### src/rtl/frame_cfg_pkg.sv
// Shared constants and types for the bitstream frame writer:
// header opcode, header field positions and the writer state encoding.
package frame_cfg_pkg;

  localparam int          WORD_W       = 32;
  localparam logic [7:0]  FRAME_OPCODE = 8'hFA;

  // Header field positions (each field is one byte wide)
  localparam int          HDR_FIELD_W  = 8;
  localparam int          HDR_OP_LSB   = 24;
  localparam int          HDR_COL_LSB  = 16;
  localparam int          HDR_FRM_LSB  = 8;

  typedef enum logic [2:0] {
    ST_IDLE    = 3'd0,
    ST_LOAD    = 3'd1,
    ST_SETUP   = 3'd2,
    ST_STROBE  = 3'd3,
    ST_HOLD    = 3'd4,
    ST_DISCARD = 3'd5
  } wr_state_e;

  // Extract one byte-wide header field starting at bit lsb
  function automatic logic [HDR_FIELD_W-1:0] hdr_field(input logic [WORD_W-1:0] word,
                                                       input int lsb);
    return word[lsb +: HDR_FIELD_W];
  endfunction

endpackage

### src/rtl/bitstream_frame_writer_if.sv
// Bitstream word handshake between the loader (master) and the frame writer (slave).
interface bitstream_frame_writer_if;
  import frame_cfg_pkg::*;

  logic [WORD_W-1:0] WriteData;
  logic              WriteStrobe;
  logic              Ready;

  modport master (output WriteData, output WriteStrobe, input Ready);
  modport slave  (input WriteData, input WriteStrobe, output Ready);

endinterface

### src/rtl/frame_strobe_decoder.sv
// Registered one-hot decode of (column, frame, enable) onto the flat
// column/frame strobe vector. Out-of-range coordinates never raise a bit.
module frame_strobe_decoder #(
  parameter int NumCols         = 10,
  parameter int MaxFramesPerCol = 20,
  parameter int ColW            = $clog2(NumCols),
  parameter int FrmW            = $clog2(MaxFramesPerCol)
) (
  input  logic                                i_clk,
  input  logic                                i_rst,
  input  logic [ColW-1:0]                     i_col,
  input  logic [FrmW-1:0]                     i_frame,
  input  logic                                i_en,
  output logic [NumCols*MaxFramesPerCol-1:0]  o_strobe
);

  localparam int NumBits = NumCols * MaxFramesPerCol;
  localparam int IdxW    = $clog2(NumBits);

  logic [IdxW-1:0]    w_idx;
  logic               w_idx_ok;
  logic [NumBits-1:0] w_onehot;
  logic [NumBits-1:0] r_strobe;

  // Flat bit index and one-hot pattern for the requested column/frame
  always_comb begin
    w_idx    = IdxW'(i_col) * IdxW'(MaxFramesPerCol) + IdxW'(i_frame);
    w_idx_ok = (int'(i_col) < NumCols) && (int'(i_frame) < MaxFramesPerCol);
    w_onehot = '0;
    if (i_en && w_idx_ok) begin
      w_onehot[w_idx] = 1'b1;
    end else begin
      w_onehot = '0;
    end
  end

  // Strobe register: one cycle high per enable, cleared by reset
  always_ff @(posedge i_clk) begin
    if (i_rst) begin
      r_strobe <= '0;
    end else begin
      r_strobe <= w_onehot;
    end
  end

  assign o_strobe = r_strobe;

endmodule

### src/rtl/bitstream_frame_writer.sv
// Frame writer: parses a header word, loads NumRows row words into the
// row registers, then fires a single column/frame strobe and a FrameDone pulse.
// Bad headers set a sticky ConfigError; out-of-range headers swallow their rows.
module bitstream_frame_writer #(
  parameter int MaxFramesPerCol = 20,
  parameter int FrameBitsPerRow = 32,
  parameter int NumRows         = 14,
  parameter int NumCols         = 10
) (
  input  logic                                UserCLK,
  input  logic                                reset,
  bitstream_frame_writer_if.slave             wr_if,
  output logic [NumRows*FrameBitsPerRow-1:0]  RowFrameData,
  output logic [NumCols*MaxFramesPerCol-1:0]  ColFrameStrobe,
  output logic                                FrameDone,
  output logic                                ConfigError
);
  import frame_cfg_pkg::*;

  localparam int              RowW    = (NumRows > 1) ? $clog2(NumRows) : 1;
  localparam int              ColW    = $clog2(NumCols);
  localparam int              FrmW    = $clog2(MaxFramesPerCol);
  localparam logic [RowW-1:0] LastRow = RowW'(NumRows - 1);

  wr_state_e            r_state, w_state_nxt;
  logic [RowW-1:0]      r_row_cnt, w_row_cnt_nxt;
  logic [ColW-1:0]      r_col, w_col_nxt;
  logic [FrmW-1:0]      r_frame, w_frame_nxt;
  logic                 r_ready, w_ready_nxt;
  logic                 r_frame_done, w_frame_done_nxt;
  logic                 r_config_error, w_config_error_nxt;
  logic                 w_accept, w_row_we, w_strobe_en;
  logic [HDR_FIELD_W-1:0] w_hdr_op, w_hdr_col, w_hdr_frame;
  logic [FrameBitsPerRow-1:0] r_rows [NumRows];

  assign w_accept    = wr_if.WriteStrobe && r_ready;
  assign w_hdr_op    = hdr_field(wr_if.WriteData, HDR_OP_LSB);
  assign w_hdr_col   = hdr_field(wr_if.WriteData, HDR_COL_LSB);
  assign w_hdr_frame = hdr_field(wr_if.WriteData, HDR_FRM_LSB);

  // Next-state, counter, header latch and registered-output next values
  always_comb begin
    w_state_nxt        = r_state;
    w_row_cnt_nxt      = r_row_cnt;
    w_col_nxt          = r_col;
    w_frame_nxt        = r_frame;
    w_config_error_nxt = r_config_error;
    w_row_we           = 1'b0;
    w_strobe_en        = 1'b0;
    case (r_state)
      ST_IDLE: begin
        if (w_accept) begin
          if (w_hdr_op != FRAME_OPCODE) begin
            w_config_error_nxt = 1'b1;
          end else if ((int'(w_hdr_col) < NumCols) && (int'(w_hdr_frame) < MaxFramesPerCol)) begin
            w_col_nxt     = ColW'(w_hdr_col);
            w_frame_nxt   = FrmW'(w_hdr_frame);
            w_row_cnt_nxt = '0;
            w_state_nxt   = ST_LOAD;
          end else begin
            w_config_error_nxt = 1'b1;
            w_row_cnt_nxt      = '0;
            w_state_nxt        = ST_DISCARD;
          end
        end else begin
          w_state_nxt = ST_IDLE;
        end
      end
      ST_LOAD: begin
        if (w_accept) begin
          w_row_we = 1'b1;
          if (r_row_cnt == LastRow) begin
            w_row_cnt_nxt = '0;
            w_state_nxt   = ST_SETUP;
          end else begin
            w_row_cnt_nxt = r_row_cnt + 1'b1;
          end
        end else begin
          w_state_nxt = ST_LOAD;
        end
      end
      ST_SETUP: begin
        // Rows are stable; arm the strobe register for the next cycle
        w_strobe_en = 1'b1;
        w_state_nxt = ST_STROBE;
      end
      ST_STROBE: begin
        w_state_nxt = ST_HOLD;
      end
      ST_HOLD: begin
        w_state_nxt = ST_IDLE;
      end
      ST_DISCARD: begin
        if (w_accept) begin
          if (r_row_cnt == LastRow) begin
            w_row_cnt_nxt = '0;
            w_state_nxt   = ST_IDLE;
          end else begin
            w_row_cnt_nxt = r_row_cnt + 1'b1;
          end
        end else begin
          w_state_nxt = ST_DISCARD;
        end
      end
      default: begin
        w_state_nxt   = ST_IDLE;
        w_row_cnt_nxt = '0;
      end
    endcase
    w_ready_nxt      = (w_state_nxt == ST_IDLE) || (w_state_nxt == ST_LOAD) ||
                       (w_state_nxt == ST_DISCARD);
    w_frame_done_nxt = (r_state == ST_STROBE);
  end

  // State register plus row counter and latched column/frame
  always_ff @(posedge UserCLK) begin
    if (reset) begin
      r_state   <= ST_IDLE;
      r_row_cnt <= '0;
      r_col     <= '0;
      r_frame   <= '0;
    end else begin
      r_state   <= w_state_nxt;
      r_row_cnt <= w_row_cnt_nxt;
      r_col     <= w_col_nxt;
      r_frame   <= w_frame_nxt;
    end
  end

  // Registered handshake and status outputs
  always_ff @(posedge UserCLK) begin
    if (reset) begin
      r_ready        <= 1'b0;
      r_frame_done   <= 1'b0;
      r_config_error <= 1'b0;
    end else begin
      r_ready        <= w_ready_nxt;
      r_frame_done   <= w_frame_done_nxt;
      r_config_error <= w_config_error_nxt;
    end
  end

  // Row registers: only the addressed row is replaced, and only in LOAD
  always_ff @(posedge UserCLK) begin
    if (reset) begin
      for (int r = 0; r < NumRows; r++) begin
        r_rows[r] <= '0;
      end
    end else begin
      for (int r = 0; r < NumRows; r++) begin
        if (w_row_we && (r_row_cnt == RowW'(r))) begin
          r_rows[r] <= wr_if.WriteData[FrameBitsPerRow-1:0];
        end else begin
          r_rows[r] <= r_rows[r];
        end
      end
    end
  end

  frame_strobe_decoder #(
    .NumCols         (NumCols),
    .MaxFramesPerCol (MaxFramesPerCol),
    .ColW            (ColW),
    .FrmW            (FrmW)
  ) u_strobe_dec (
    .i_clk    (UserCLK),
    .i_rst    (reset),
    .i_col    (r_col),
    .i_frame  (r_frame),
    .i_en     (w_strobe_en),
    .o_strobe (ColFrameStrobe)
  );

  for (genvar g = 0; g < NumRows; g++) begin : g_row_out
    assign RowFrameData[g*FrameBitsPerRow +: FrameBitsPerRow] = r_rows[g];
  end

  assign wr_if.Ready = r_ready;
  assign FrameDone   = r_frame_done;
  assign ConfigError = r_config_error;

endmodule

### src/flat_wrapper.sv
// flat-port wrapper written by rule: the top's interface ports become plain ports
module bitstream_frame_writer_flat import frame_cfg_pkg::*;
#(
  parameter int MaxFramesPerCol = 20,
  parameter int FrameBitsPerRow = 32,
  parameter int NumRows         = 14,
  parameter int NumCols         = 10
)
  (UserCLK, reset, RowFrameData, ColFrameStrobe, FrameDone, ConfigError, wr_if_WriteData, wr_if_WriteStrobe, wr_if_Ready);
  bitstream_frame_writer_if wr_if_i ();
  input  logic UserCLK;
  input  logic reset;
  output logic [NumRows*FrameBitsPerRow-1:0] RowFrameData;
  output logic [NumCols*MaxFramesPerCol-1:0] ColFrameStrobe;
  output logic FrameDone;
  output logic ConfigError;
  input wire logic [$bits(wr_if_i.WriteData)-1:0] wr_if_WriteData;
  input wire logic [$bits(wr_if_i.WriteStrobe)-1:0] wr_if_WriteStrobe;
  output wire logic [$bits(wr_if_i.Ready)-1:0] wr_if_Ready;
  assign wr_if_i.WriteData = wr_if_WriteData;
  assign wr_if_i.WriteStrobe = wr_if_WriteStrobe;
  assign wr_if_Ready = wr_if_i.Ready;
  bitstream_frame_writer #(.MaxFramesPerCol(MaxFramesPerCol), .FrameBitsPerRow(FrameBitsPerRow), .NumRows(NumRows), .NumCols(NumCols)) u_core (.UserCLK(UserCLK), .reset(reset), .wr_if(wr_if_i), .RowFrameData(RowFrameData), .ColFrameStrobe(ColFrameStrobe), .FrameDone(FrameDone), .ConfigError(ConfigError));
endmodule
### config.mk
export PLATFORM = sky130hd
export DESIGN_NAME = bitstream_frame_writer_flat
export DESIGN_NICKNAME = d
export VERILOG_FILES = /design/src/rtl/frame_cfg_pkg.sv /design/src/rtl/bitstream_frame_writer_if.sv /design/src/rtl/frame_strobe_decoder.sv /design/src/rtl/bitstream_frame_writer.sv /design/src/flat_wrapper.sv
export SDC_FILE = /design/constraint.sdc
export NUM_CORES = 1
export LEC_CHECK = 0
export ABC_AREA = 1
export CAP_MARGIN = 0
export CORE_AREA = 2 2 266 268
export DETAILED_ROUTE_END_ITERATION = 7
export DIE_AREA = 0 0 268 270
export PLACE_DENSITY = 0.63
export SYNTH_ARGS = -nofsm -noshare
export SYNTH_HDL_FRONTEND = slang
export SYNTH_SLANG_ARGS = --single-unit
### constraint.sdc
create_clock -name UserCLK -period 7.7 [get_ports UserCLK]
set_clock_uncertainty 0.05 [all_clocks]
set_input_delay 1.155 -clock UserCLK [delete_from_list [all_inputs] [get_ports UserCLK]]
set_output_delay 1.155 -clock UserCLK [all_outputs]
set_load 0.05 [all_outputs]
==> flow_summary.yaml <==
global_route:
  grt_max_degree: 126
  grt_pass1_wl_um: 115000
  antenna_found_initial: 7
  grtUsageTotal: 0.223
  overflow: 0
  grt_pass1_vias: 15400
clocking:
  htree_num_levels: 3
  clock_path_buffers: 3
  insertion_delay_ps: 610
  cts_tree: "done"
  post_cts_buffers: 0
  cts_resized: 0
  cts_root_buffer: "clkbuf_16"
  cts_buffers: 72
  holdBufCountCts: 0
  clkTransAtPathRegs_ps: 50
  clkSinkCount: 667
timing:
  report.final.slew_viol_count: 0
  tns_ps: 0
  worst_slack_ps: 4310
  fin_crit_ps: 3390
  final_hold_viol_count: 0
  tightest_slew_ps: 1130
  setup_viol: 0
  fin_crit_sh: 0.441
  max-slew-margin-rel: 0.244
  rsz0062_at_grt: "false"
  fmax_mhz: 295
  whs_ps: 401
setup_path:
  crit_chain: "clkdlybuf4s50_1 > nand2_1 > nor2_1 > nand2_1 > nor2_1 > nand2_2 > nand2_2"
  slowest_delay_ps: 770
  cp_slowest_cell: "nand2_2"
  rr_worst_depth: 11
  crit_type: "in2reg"
  crit_fanout: 33
  required_ps: 7870
  end_kind: "flop"
  crit_arrival_ps: 3570
  start_kind: "input port"
synth:
  ys_types: 31
  synthCells: 1642
  synth.avg_cell_area_um2: 14.0
  yosysWarningCount: 0
  ys_seq_area_frac: 0.775
  synth_area_mm2: 0.0230
  synth_flop_cell: "edfxtp_1"
  synth-edff-count: 448
  synth-seq-cells: 667
  async_reset_ff_frac: 0
  syn-num-nets: 1685
place:
  hpwl_um: 57700
  routabilityCongestion: 0.839
  place_ws_ps: 3660
  port_buffers: 685
die:
  fp-row-count: 97
  die_height_um: 270
  coreArea_mm2: 0.0695
  start_util: 0.331
  pin_count: 686
  dieArea_mm2: 0.0724
  die_w_um: 268
cells_and_area:
  fin_nets: 2329
  drive_gt1_frac: 0.134
  fin_util: 0.477
  area_delta_synth_final_pct: 44.1
detailed_routing:
  routed_wl_um: 82500
  via_per_inst: 4.72
  wl_per_cell_um: 25.2
  drtAntennaViolNets: 0
  drc: 0
  drt_iter0_markers: 1581
  via_count: 15500
  dr.pass1.iters: 7
power:
  power_density_mw_per_mm2: 271
  cellLeakagePower_nw: 11.7
  irDropWorstVdd_mv: 0.201
status:
  status: "finished, final reports clean"
job:
  maxCapViolCount: 0
worst_hold_path:
  hold_path.class: "reg2reg"
  whs_path_depth: 2
## worst paths after layout
path                                           end  slack (ps)               start
hold / removal                  u_core.ConfigError         400  u_core.ConfigError
setup / recovery             u_core.r_rows[0][305]        4310   wr_if_WriteStrobe
hold reg to reg                 u_core.ConfigError         400  u_core.ConfigError
setup reg to reg  u_core.u_strobe_dec.o_strobe[40]        4600     u_core.r_col[1]
## metrics by stage
| stage | instances | area, um2 | power, mW |
|---|---|---|---|
| after floorplan | 1642 | 23000 | 4.90 |
| after global placement | 3152 | 30700 | 5.40 |
| after detailed placement | 3152 | 30700 | 5.41 |
| after CTS | 3281 | 33200 | 9.05 |
| after global routing | 3281 | 33200 | 9.21 |
| final | 3282 | 33200 | 8.98 |
## synthesized netlist by cell type, types with 6 or more instances
library cell	instances	area, um2
o21ai_0	12	60.1
a21oi_1	6	30.0
buf_6	7	78.8
buf_2	63	315
nor3_1	95	475
edfxtp_1	448	13500
clkbuf_1	48	180
dfxtp_1	219	4380
nand4_2	10	125
ha_1	6	75.1
nand2_1	75	282
inv_1	80	300
nand4_1	16	100
nand3_1	17	85.1
nor2_1	360	1350
buf_4	17	128
nor3_2	138	1380
## cell families after synthesis
group,count (synthesis),share of synthesized area
AND/OR/NAND/NOR,723,0.170
flip-flops,667,0.775
buffers and inverters,219,0.0442
AO/OA/AOI/OAI,23,0.00549
adder cells (fa/ha/maj),8,0.00500
XOR/XNOR,2,0.000761
## cell usage in the layout (no fill, tap or decap), drive strengths merged, types with 12 or more instances in the layout
| master | netlist | layout |
|---|---|---|
| buf | 88 | 22 |
| clkbuf | 48 | 84 |
| clkdlybuf4s50 | 0 | 684 |
| clkinv | 0 | 25 |
| dfxtp | 219 | 219 |
| edfxtp | 448 | 448 |
| inv | 83 | 89 |
| nand2 | 79 | 79 |
| nand3 | 19 | 19 |
| nand4 | 26 | 26 |
| nor2 | 364 | 364 |
| nor3 | 233 | 233 |
| o21ai | 12 | 12 |
## routing by layer
metal,global-route usage,vias to the layer above,wire (um)
met5,0,-,83
met4,0.0701,12,2530
met3,0.0854,134,8400
met2,0.378,753,40700
met1,0.259,7704,30900
li1,-,6895,-
## registers in the layout (all words and copies together) (netlist names)
name,count
u_core.r_rows,448
u_core.u_strobe_dec.o_strobe,200
u_core.FrameDone,1
u_core.r_frame,5
u_core.wr_if.Ready,1
u_core.r_row_cnt,4
u_core.ConfigError,1
u_core.r_state,3
u_core.r_col,4
## final cells by class
type / instances / area, um2
clock buffer: 84 / 1900
clock inverter: 45 / 619
multi-input combinational: 756 / 4330
fill: 6021 / 36400
antenna: 1 / 2.50
timing repair buffer: 706 / 7020
tap: 940 / 1180
inverter: 83 / 312
sequential: 667 / 17800
## worst max-delay path, delay by kind of cell
family	cells	cell delay (ps)
simple gates	6	1830
buf+inv	1	530
## report_power, final
group          switching [mW]  internal (mW)  leakage, nW
clock                    1.49           2.17         1.22
combinational           0.921          0.320         4.37
sequential             0.0653           4.02         6.14
total                    2.48           6.50         11.7
(Power assumes the default switching activity.)
